$ cat src/rtl/s27_bist_pkg.sv
// Shared types and constants for the s27 BIST controller: FSM states, INIT vectors, LFSR/MISR taps.
package s27_bist_pkg;

  typedef enum logic [2:0] {
    IDLE,
    INIT,
    RUN,
    CMP,
    DONE
  } bist_state_e;

  localparam logic [3:0] INIT_VEC_A  = 4'b0101;
  localparam logic [3:0] INIT_VEC_B  = 4'b0100;
  localparam int         INIT_CYCLES = 4;

  localparam logic [3:0] LFSR_TAPS = 4'b1100;
  localparam logic [7:0] MISR_TAPS = 8'b10111000;

  function automatic logic lfsr_fb(input logic [3:0] v);
    return ^(v & LFSR_TAPS);
  endfunction

endpackage

$ cat src/rtl/s27_bist_misr.sv
// 8-bit serial-input MISR; one shift per enabled cycle, clear wins over enable.
// Latency: input folded in at the next clock edge; no backpressure.
module s27_bist_misr
  import s27_bist_pkg::*;
(
  input  logic       clock,
  input  logic       reset,
  input  logic       clr,
  input  logic       en,
  input  logic       din,
  output logic [7:0] sig
);

  always_ff @(posedge clock) begin
    if (reset || clr) begin
      sig <= 8'h00;
    end else if (en) begin
      sig <= {sig[6:0], (^(sig & MISR_TAPS)) ^ din};
    end
  end

endmodule

$ cat src/rtl/s27_bist_ctrl.sv
// BIST controller for s27: INIT flush, LFSR patterns, MISR compaction, golden compare.
// Latency start-to-done NUM_PATTERNS+6 cycles; start ignored while busy. Option: S27_BIST_SIG_OUT_EN.
module s27_bist_ctrl
  import s27_bist_pkg::*;
#(
  parameter int         NUM_PATTERNS = 64,
  parameter logic [3:0] LFSR_SEED    = 4'b1001,
  parameter logic [7:0] GOLDEN       = 8'h00
) (
  input  logic       clock,
  input  logic       reset,
  input  logic       start,
  output logic       busy,
  output logic       done,
  output logic       pass,
  output logic [3:0] dut_in,
  input  logic       dut_out
`ifdef S27_BIST_SIG_OUT_EN
  ,
  output logic [7:0] signature
`endif
);

  localparam int             CW   = $clog2(NUM_PATTERNS + 1);
  localparam int             IW   = $clog2(INIT_CYCLES);
  localparam logic [CW-1:0]  LAST = CW'(NUM_PATTERNS - 1);
  localparam logic [IW-1:0]  ILST = IW'(INIT_CYCLES - 1);
  localparam logic [IW-1:0]  IHLF = IW'(INIT_CYCLES / 2);

  bist_state_e   state, nstate;
  logic          accept;
  logic [IW-1:0] icnt, icnt_nxt;
  logic [CW-1:0] cnt;
  logic [3:0]    lfsr, lfsr_adv, vec_nxt;
  logic [7:0]    misr;

  assign lfsr_adv = {lfsr[2:0], lfsr_fb(lfsr)};

  always_comb begin
    nstate = state;
    accept = 1'b0;
    case (state)
      IDLE, DONE: begin
        if (start) begin
          nstate = INIT;
          accept = 1'b1;
        end
      end
      INIT:    if (icnt == ILST) nstate = RUN;
      RUN:     if (cnt == LAST) nstate = CMP;
      CMP:     nstate = DONE;
      default: nstate = IDLE;
    endcase
  end

  // dut_in is registered, so compute the vector for the cycle being entered.
  always_comb begin
    icnt_nxt = accept ? '0 : icnt + IW'(1);
    vec_nxt  = 4'b0000;
    case (nstate)
      INIT:    vec_nxt = (icnt_nxt < IHLF) ? INIT_VEC_A : INIT_VEC_B;
      RUN:     vec_nxt = (state == RUN) ? lfsr_adv : lfsr;
      default: vec_nxt = 4'b0000;
    endcase
  end

  always_ff @(posedge clock) begin
    if (reset) begin
      state  <= IDLE;
      icnt   <= '0;
      cnt    <= '0;
      lfsr   <= LFSR_SEED;
      dut_in <= 4'b0000;
      busy   <= 1'b0;
      done   <= 1'b0;
      pass   <= 1'b0;
    end else begin
      state  <= nstate;
      dut_in <= vec_nxt;
      busy   <= (nstate == INIT) || (nstate == RUN) || (nstate == CMP);
      done   <= (nstate == DONE);
      pass   <= (state == CMP) ? (misr == GOLDEN) : (pass && (nstate == DONE));
      icnt   <= (nstate == INIT) ? icnt_nxt : '0;
      cnt    <= (state == RUN && nstate == RUN) ? cnt + CW'(1) : '0;
      if (accept) begin
        lfsr <= LFSR_SEED;
      end else if (state == RUN) begin
        lfsr <= lfsr_adv;
      end
    end
  end

  // Response is sampled on the edge that retires the vector currently on dut_in.
  s27_bist_misr u_misr (
    .clock (clock),
    .reset (reset),
    .clr   (accept),
    .en    (state == RUN),
    .din   (dut_out),
    .sig   (misr)
  );

`ifdef S27_BIST_SIG_OUT_EN
  assign signature = misr;
`endif

endmodule

$ cat config.mk
export PLATFORM = sky130hd
export DESIGN_NAME = s27_bist_ctrl
export DESIGN_NICKNAME = d
export VERILOG_FILES = /design/src/rtl/s27_bist_pkg.sv /design/src/rtl/s27_bist_misr.sv /design/src/rtl/s27_bist_ctrl.sv
export SDC_FILE = /design/constraint.sdc
export NUM_CORES = 1
export LEC_CHECK = 0
export BUFFER_PORTS_ARGS = -buffer_cell sky130_fd_sc_hd__buf_2
export CORE_MARGIN = 3
export CORE_UTILIZATION = 45
export CTS_CLUSTER_SIZE = 30
export DETAILED_ROUTE_END_ITERATION = 10
export PLACE_DENSITY = 0.69
export SLEW_MARGIN = 15
export SYNTH_ARGS = -nofsm -noshare
export SYNTH_HDL_FRONTEND = slang
export SYNTH_SLANG_ARGS = --single-unit
$ cat constraint.sdc
create_clock -name clock -period 2.2 [get_ports clock]
set_clock_uncertainty 0.15 [all_clocks]
set_input_delay 0.33 -clock clock [delete_from_list [all_inputs] [get_ports clock]]
set_output_delay 0.33 -clock clock [all_outputs]
set_load 0.01 [all_outputs]
Word-level counts from Yosys, hierarchy flattened:

Index checks and enable logic that the tools add are counted.
Widths: inputs -> output; s select.

* register bits after elaboration: 31
* output and inout bits: 7

* add/sub/neg operators: 2
* magnitude comparators: 1
* equal/unequal tests: 10
* muxes and demuxes: 11
* bitwise gates (word level): 3
* reduce and logical (&&, ||, !) cells: 13

Operators by type and width (count)
* $eq 3x2->1 const B: 4
* $pmux 3 s4: 1
* $mux 3: 3
* $logic_not 8->1: 1
* $pmux 4 s2: 1
* $reduce_or 2->1: 4
* $reduce_xor 8->1: 1
* $add 7x1->7 const B: 1
* $eq 7x6->1 const B: 1
* $eq 3x1->1 const B: 2
* $eq 3x3->1 const B: 2
* $mux 1: 4
* $mux 4: 1
* $reduce_xor 4->1: 1
* $logic_not 3->1: 1
* $logic_or 1x1->1: 3
* $add 2x1->2 const B: 1
* $eq 2x2->1 const B: 1
* $logic_and 1x1->1: 2
* $lt 2x2->1 const B: 1
* $mux 2: 1
* $not 1->1: 2
* $xor 1x1->1: 1

Logic depth before layout (Yosys ltp):

* depth after elaboration: 7
* depth in mapped cells: 6

Modules after synthesis:

From an unflattened synthesis, not the netlist that was laid out.

* cells, all modules: 131
* area total of the unflattened synthesis: 1282.5 um^2

By module, submodules not included
* s27_bist_ctrl: times used 1, cells each 98, area an instance 947.2 um^2
* s27_bist_misr: times used 1, cells each 33, area an instance 335.3 um^2

Worst setup path before layout:

OpenSTA, ideal clock, no wires.

* kind: reg-to-reg
* start: register u_misr.sig[4]
* end: register pass
* library setup time: 0.070 ns
* data arrival time: 1.433 ns
* path slack: 0.546 ns
* cell stages (with the launch flop): 7
* cell sequence: dfxtp_1 inv_1 ha_1 or4b_2 nor4_1 nand4_1 a21oi_1

* cells in the longest elaborated chain, start to end: 2

RTL lines
* start: declaration: RTL line s27_bist_misr.sv:11 `output logic [7:0] sig`
* start signal: assignment: RTL line s27_bist_misr.sv:18 `sig <= {sig[6:0], (^(sig & MISR_TAPS)) ^ din};`
* $logic_not 8->1: RTL line s27_bist_ctrl.sv:82 `pass <= (state == CMP) ? (misr == GOLDEN) : (pass && (nstate == DONE));`
* $mux 1: RTL line s27_bist_ctrl.sv:82
* end signal: assignment: RTL line s27_bist_ctrl.sv:82
* end: declaration: RTL line s27_bist_ctrl.sv:15 `output logic pass,`

Every way passes these cells.
A chain may end at the register's enable or synchronous reset.

Worst setup path after layout:

* start: register state[1]
* end: register dut_in[2]

* cells in the longest elaborated chain, start to end: 5
* elaborated cells on any way between the ends: 14
* classes of those cells: eq/ne: 6; mux: 6; reduce/logical: 2

RTL lines
* start: declaration: RTL line s27_bist_ctrl.sv:30 `bist_state_e state, nstate;`
* start signal: assignment: RTL line s27_bist_ctrl.sv:78 `state <= nstate;`
* $eq 3x3->1 / $logic_not 3->1 (equally long branches): RTL line s27_bist_ctrl.sv:42 `case (state)`
* $reduce_or 2->1: RTL line s27_bist_ctrl.sv:42
* $pmux 3 s4: RTL line s27_bist_ctrl.sv:42
* $eq 3x2->1 / $eq 3x1->1 (equally long branches): RTL line s27_bist_ctrl.sv:60 `case (nstate)`
* $pmux 4 s2 *: RTL line s27_bist_ctrl.sv:60
* end signal: assignment: RTL line s27_bist_ctrl.sv:79 `dut_in <= vec_nxt;`
* end: declaration: RTL line s27_bist_ctrl.sv:16 `output logic [3:0] dut_in,`

Mark *: on every way between the ends. The rest lies on a longest branch, timed or not.

==> results.py <==
metrics = {
    "outcome": {
        "outcome": "complete, no violations",
    },
    "grt": {
        "grt_pass1_wl_microns": 3850,
        "grt_overflow": 0,
        "grt_max_degree": 13,
        "grtUsageTotal_pct": 14.7,
        "grt_pass1_vias": 873,
        "antenna_found_initial": 0,
    },
    "die": {
        "row_count": 18,
        "pin_count": 11,
        "die_h_microns": 58.8,
        "die-area_sq_um": 3450,
        "die_x_microns": 58.8,
        "core_area_sq_um": 2570,
        "start_util_pct": 48.8,
    },
    "place": {
        "dp_slack_ns": 0.348,
        "place_congestion": 0.771,
        "dp_cells": 170,
        "dp_hpwl_microns": 1590,
        "portBuffers": 10,
    },
    "timing": {
        "slew_headroom_pct": 57.4,
        "layout_setup_ws_ns": 0.322,
        "tns_ns": 0,
        "setup_viol": 0,
        "timing.hold.ws_ns": 0.157,
        "clock.fmax_mhz": 532,
        "fin_crit_ns": 1.88,
        "finalHoldViolations": 0,
        "slew_violations": 0,
        "rsz0062_at_grt": "no",
        "fin_crit_sh_pct": 85.4,
        "worst_pin_slew_ns": 0.631,
    },
    "synthesis": {
        "syn_area_per_cell_sq_um": 9.35,
        "async_flop_share_pct": 0,
        "synth_top_area_share_pct": 49.6,
        "syn_nets": 141,
        "netlist_area_sq_um": 1250,
        "synth.area.top_cells": "dfxtp_1 (50%), nand2_1 (5.4%), nor2_1 (4.2%)",
        "ys_ff_latch": 31,
        "synth_warnings": 0,
        "synth-seq-area-share_pct": 49.6,
        "synthFlopType": "dfxtp_1",
        "synth_edf_count": 0,
        "synthDistinctLibCells": 37,
        "synth_area_leader_cell": "dfxtp_1",
        "syn_inst": 134,
    },
    "critical_path": {
        "critPathMaxFanout": 11,
        "reg2reg_from": "state[1]$_SDFF_PP0_",
        "worstPathRequired_ns": 2.26,
        "crit_type": "reg -> reg",
        "worstSetupStartpointType": "flip-flop",
        "critPathSlowestCell": "dfxtp_1",
        "worst-r2r-cell-count": 4,
        "cpPeakStageDelay_ns": 0.54,
        "crit_arrival_ns": 1.94,
        "reg2reg_slack_ns": 0.32,
        "reg2reg_to": "dut_in[2]$_SDFF_PP0_",
        "path_cells": "or3b_1, nor4_4, or2_4, o31ai_1",
        "end_kind": "flip-flop",
    },
    "power_and_ir_drop": {
        "pwr_density_cell_nw_per_um2": 692,
        "p_leak_uw": 0.000518,
        "p_total_uw": 954,
        "vdd_ir_drop_max_mv": 0.447,
    },
    "final_layout": {
        "diodes": 0,
        "nets": 154,
        "area_growth_pct": 10.1,
        "instances_no_fill": 177,
        "drive_above_1_share_pct": 17.0,
    },
    "detailed_routing": {
        "via_per_inst": 5.40,
        "vias": 956,
        "drc": 0,
        "wl_per_cell_microns": 12.8,
        "routed_wl_microns": 2260,
        "first_pass_iters": 4,
        "drt_iter0_markers": 27,
        "ant_nets": 0,
    },
    "cts": {
        "ctsResizeCount": 0,
        "cts_setup_buffers": 0,
        "cts_tree": "built",
        "cts_sinks": 31,
        "worstSkewPairLatency_ns": 0.33,
        "cts.path.max_buffers": 2,
        "htreeDepth": 2,
        "hold_buffers": 0,
        "clk_pin_slew_worst_paths_ns": 0.09,
        "cts_inserted_buffers": 5,
        "root_buffer": "clkbuf_4",
    },
    "worst_hold_path": {
        "min_to": "busy$_SDFF_PP0_",
        "hold_path.class": "in -> reg",
        "hp-start": "reset",
        "hold_depth": 2,
    },
    "flow_run": {
        "maxCapViolCount": 0,
    },
}
## power breakdown
group | leakage, uW | internal, uW | switching (uW)
Clock | 0.0000341 | 148 | 180
Combinational | 0.000233 | 21.5 | 27.4
Sequential | 0.000251 | 570 | 7.46
## routing by layer
metal	routed length, microns	track usage (%)	vias to the layer above
li1	-	-	475
met3	102	4.82	7
met5	0	0	-
met4	55	7.77	0
met2	1060	23.5	18
met1	1040	17.5	456
## layout by cell type, fill, tap and decap left out, drive strengths merged, types with 4 or more instances in the layout
cell    instances
xor2            4
inv             5
nor2           14
buf            12
nor3            5
nand2          18
dfxtp          31
a21oi           9
xnor2           5
clkbuf          6
mux2i           4
## synth_stat cells (2+ instances only)
cell,n
xnor2_1,5
nand2_1,18
dfxtp_1,31
a21oi_1,9
nor2_1,14
nor3_1,5
mux2i_1,4
buf_4,2
ha_1,3
xor2_1,4
inv_1,5
buf_2,2
a211oi_1,2
nand3_1,2
nor4b_1,3
or2_2,2
nand2b_1,2
nor4_1,2
## layout make-up
class / instances / area [sq um]
Multi-Input combinational cell: 92 / 581
Fill cell: 253 / 1190
Clock buffer: 6 / 51.3
Tap cell: 30 / 37.5
Sequential cell: 31 / 621
Inverter: 5 / 18.8
Timing Repair Buffer: 12 / 65.1
Clock inverter: 1 / 5.00
## how the worst max path moves through the flow
stage,slack (ns),cells after the start,to,from
after global routing,0.21,4,dut_in[2]$_SDFF_PP0_,state[1]$_SDFF_PP0_
after CTS,0.33,4,dut_in[2]$_SDFF_PP0_,state[1]$_SDFF_PP0_
after floorplan,0.55,6,pass$_SDFF_PP0_,u_misr.sig[4]$_SDFFE_PP0N_
after global placement,0.36,4,dut_in[2]$_SDFF_PP0_,state[1]$_SDFF_PP0_
after detailed placement,0.35,4,dut_in[2]$_SDFF_PP0_,state[1]$_SDFF_PP0_
final,0.32,4,dut_in[2]$_SDFF_PP0_,state[1]$_SDFF_PP0_
## critical path: cells and delay by family (launching register included)
kind             cells  cell delay (ns)
AO/OA/AOI/OAI        1             0.08
AND/OR/NAND/NOR      3             1.00
flip-flops           1             0.54
## logic make-up after synthesis
logic type / after synthesis / synth area share [%]
DFF: 31 / 49.6
xor gates and xnor gates: 9 / 6.29
adders and majority gates: 3 / 3.00
AOI/OAI and AO/OA: 17 / 8.29
muxes: 4 / 3.20
buffers and inverters: 11 / 4.10
and+or+nand+nor: 59 / 25.6
## stage by stage
step / util (%) / area [sq um]
global placement: 51.5 / 1320
CTS: 53.7 / 1380
floorplan: - / 1250
detailed placement: 51.5 / 1320
finish: 53.7 / 1380
global route: 53.7 / 1380
## flip-flops by register name, indices dropped and copies added, names as in the netlist
name,flops
u_misr.sig,8
cnt,7
dut_in,4
lfsr,4
state,3
icnt,2
busy,1
done,1
pass,1
Note: power is estimated with default switching activity, not from simulation.
